--- src/rtl/sat_counter.sv ---
`default_nettype none
// ============================================================================
// Module  : sat_counter
// Purpose : Up-counter that sticks at all-ones; clr has priority over inc.
// Rev     : 1.0  initial release
// ============================================================================
module sat_counter #(
    parameter int WIDTH = 8
) (
    input  logic             clk,
    input  logic             rst,
    input  logic             clr,
    input  logic             inc,
    output logic [WIDTH-1:0] count
);

    logic [WIDTH-1:0] r_count;

    always_ff @(posedge clk or posedge rst) begin
        if (rst) begin
            r_count <= '0;
        end else if (clr) begin
            r_count <= '0;
        end else if (inc && (r_count != '1)) begin
            r_count <= r_count + WIDTH'(1);
        end
    end

    assign count = r_count;

endmodule
`default_nettype wire

--- config.mk ---
export PLATFORM = sky130hd
export DESIGN_NAME = sat_counter
export DESIGN_NICKNAME = d
export VERILOG_FILES = /design/src/rtl/sat_counter.sv
export SDC_FILE = /design/constraint.sdc
export NUM_CORES = 1
export LEC_CHECK = 0
export BUFFER_PORTS_ARGS = -buffer_cell sky130_fd_sc_hd__buf_4
export CAP_MARGIN = 20
export CORE_AREA = 2 2 39 41
export DETAILED_ROUTE_END_ITERATION = 16
export DIE_AREA = 0 0 41 43
export SLEW_MARGIN = 5
export SYNTH_ARGS = -nofsm -noshare
export SYNTH_HDL_FRONTEND = slang
export SYNTH_SLANG_ARGS = --single-unit
--- constraint.sdc ---
create_clock -name clk -period 1.7 [get_ports clk]
set_input_delay 0.34 -clock clk [delete_from_list [all_inputs] [get_ports clk]]
set_output_delay 0.34 -clock clk [all_outputs]
set_load 0.02 [all_outputs]
==> summary.md <==
| Metric | Value |
|---|---|
| Synth Instances | 49 |
| # DRC | 0 |
| Average size of a mapped cell | 10.3 µm² |
| Worst hold path class | in2async |
| Worst skew pair latency | 0.26 ns |
| Vias in the first global route | 365 |
| Initial antenna violation count | 0 |
| Slowest CP cell | dfrtp_1 |
| Die H | 43 µm |
| Post-Syn Area | 504 µm² |
| VDD IR-drop max | 0.282 mV |
| Clock power frac | 38.8% |
| Ys flop type | dfrtp_1 |
| F_max | 0.612 GHz |
| # Post-CTS Setup Buffers | 0 |
| Via count | 428 |
| Multi-input gate area | 282 µm² |
| Pwr Density | 647 mW/mm² |
| Largest net degree at the start of global routing | 11 |
| EDFF count, synth | 0 |
| Max clock buf depth | 2 |
| Yosys warnings | 0 |
| CP Launch Type | flop |
| Total CTS buffers | 3 |
| Place WS | 0.0945 ns |
| Core ar. | 0.00138 mm² |
| Setup_tns | 0 ns |
| Setup violators final | 0 |
| Global-route wire length before repair | 1720 µm |
| Worst path required time | 1.85 ns |
| Max_slew headroom | 77.8% |
| Global placement routability congestion | 0.769 |
| Final wirelength | 1060 µm |
| Crit-path cells | ha_1 -> and3_1 -> a211oi_2 -> mux2_4 |
| IO Pins | 12 |
| Leakage dissipation | 0.310 nW |
| Row Count | 14 |
| Final hold vios | 0 |
| Simple-gate share of the synthesized area | 23.8% |
| Net count after synthesis | 54 |
| Critical path endpoint category | flop |
| DP HPWL | 757 µm |
| Count of pins over their slew limit | 0 |
| Seq cells post-synth | 8 |
| I/O Buffers | 11 |
| Synth top area cells | dfrtp_1, mux2_4, nor2b_1 |
| Most common cell in the synthesized netlist | dfrtp_1 |
| Root Driver | clkbuf_4 |
| Critical path fanouts, max | 5 |
| Post-Synth XOR/XNOR Area | 0% |
| Final WS setup | 0.0665 ns |
| RSZ-0062 raised after global routing | false |
| Status | finished, final reports clean |
| Post_cts resized | 0 |
| Sw Pwr | 0.105 mW |
| Main combinational cell family by area after synthesis | simple AND/OR/NAND/NOR gates |
| CTS tree | built |
| Comb power frac | 11.4% |
| Fillers | 141 |
| Clk pin slew, worst setup/hold paths | 0.06 ns |
| Max FFs per register | 8 |
| Synth Area in Adders | 2.48% |
| Hold_buf cts | 0 |
| Area grow syn2layout | 23.3% |
| Clk sinks | 8 |
| Slowest stage delay, CP | 0.42 ns |
| Seq pwr share | 49.8% |
| Proportion of layout cells with a drive suffix above 1 | 37.1% |
| Crit path DAT | 1.78 ns |
| CP delay by family, top | flip-flops |
| Register area share after synthesis | 39.7% |
| Vias per cell | 5.49 |
| Worst-Margin Slew | 0.332 ns |
| Area leader, netlist | dfrtp_1 |
| Internal power | 0.297 mW |
| Unique masters post-synth | 25 |
| WL/cell | 13.6 µm |
| Sequential cell area | 200 µm² |
| Final period util | 96.1% |
| Initial Util | 36.4% |
| Fraction of synthesized area in multiplexers | 13.9% |
| Inserted Diodes | 0 |
| Top post-synthesis cells by count | dfrtp_1, mux2_4, nand2_1, nor2_1, nor2b_1 |
| Die ar. | 0.00176 mm² |
| Synth Area in Compound Gates | 15.6% |
| Detailed Routing Iterations Pass 1 | 4 |
| Max-cap violations | 0 |
| Switch share | 26.1% |
| Total grt overflow | 0 |
| Total Routing Usage GR | 15.1% |
| Max H-tree Level | 1 |
| Critical path class | reg2reg |
| Yosys top cell area share | 39.7% |
| Initial DRC count | 14 |
| Nets | 69 |
| Die width | 41 µm |
| Final ANT Viol Nets | 0 |
| Fin crit period | 1.63 ns |
| Final Skew | 0.00312 ns |
| Async SR Flop Fraction | 100% |
| CP Buf/Inv Count | 0 |
cell type report:
type	instances	share of cell area [%]
Sequential cell	8	32.2
Multi-Input combinational cell	37	45.3
Timing Repair Buffer	12	14.5
Tap cell	16	3.22
Inverter	2	1.21
Clock buffer	3	3.62
power groups by stage:
stage / Combinational, mW / Clock [mW] / Sequential, mW
floorplan: 0.0224 / 0 / 0.209
global placement: 0.0467 / 0 / 0.204
detailed placement: 0.0463 / 0 / 0.204
CTS: 0.0465 / 0.161 / 0.200
global route: 0.0515 / 0.173 / 0.201
finish: 0.0459 / 0.156 / 0.200
cells by family (layout without fill, tap and decap cells):
group           Yosys count  count (layout)
simple gates             22              22
buf+inv                   4              17
compound gates            9               9
mux                       5               5
fa+ha+maj                 1               1
flops                     8               8
path summary, 6_finish.rpt:
path	from	endpoint	slack, ns	cells past startpoint
max	count[0]	count[5]	0.07	4
min	rst	count[3]	0.03	2
max reg2reg	count[0]	count[5]	0.07	4
min reg2reg	count[1]	count[1]	0.57	2
max in group asynchronous	rst	count[6]	1.42	2
min in group clk	clr	count[2]	0.32	2
metal layers:
metal	vias up	track usage, %	wire length, µm
li1	202	-	-
met1	208	19.5	458
met2	16	21.6	514
met3	2	4.71	69
met4	0	8.00	16
met5	-	0	0
worst register-to-register path, delay by kind of cell (launching register included):
kind | cells | cell delay [ns]
AOI/OAI and AO/OA | 1 | 0.26
adders and majority gates | 1 | 0.27
DFF | 1 | 0.42
and+or+nand+nor | 1 | 0.25
muxes | 1 | 0.32
stage by stage:
step | utilization [%] | hold WS, ns | instances | instance area (µm²) | total power, mW
5_1_grt | 44.9 | 0.0700 | 78 | 622 | 0.426
4_1_cts | 44.9 | 0.0445 | 78 | 622 | 0.408
2_1_floorplan | - | 0.156 | 49 | 504 | 0.231
3_5_place_dp | 43.3 | 0.327 | 75 | 599 | 0.250
6_report | 44.9 | 0.0297 | 78 | 622 | 0.403
3_3_place_gp | 43.3 | 0.327 | 75 | 599 | 0.250
layout by cell type (no fill, tap or decap), drive strengths merged:
cell and n:
a211oi 1, and2b 1, o21bai 1, mux2 4
buf 12, a21boi 1, and3 1, dfrtp 8
nor2b 4, nand2 4, nor2 4, o311a 1
nand4 2, nand4b 1, clkbuf 3, a21oi 4
and4 1, nand3 2, nand2b 1, ha 1
nor3 1, inv 2, mux2i 1, o211a 1
No activity file was read; power rests on OpenSTA's default activity.
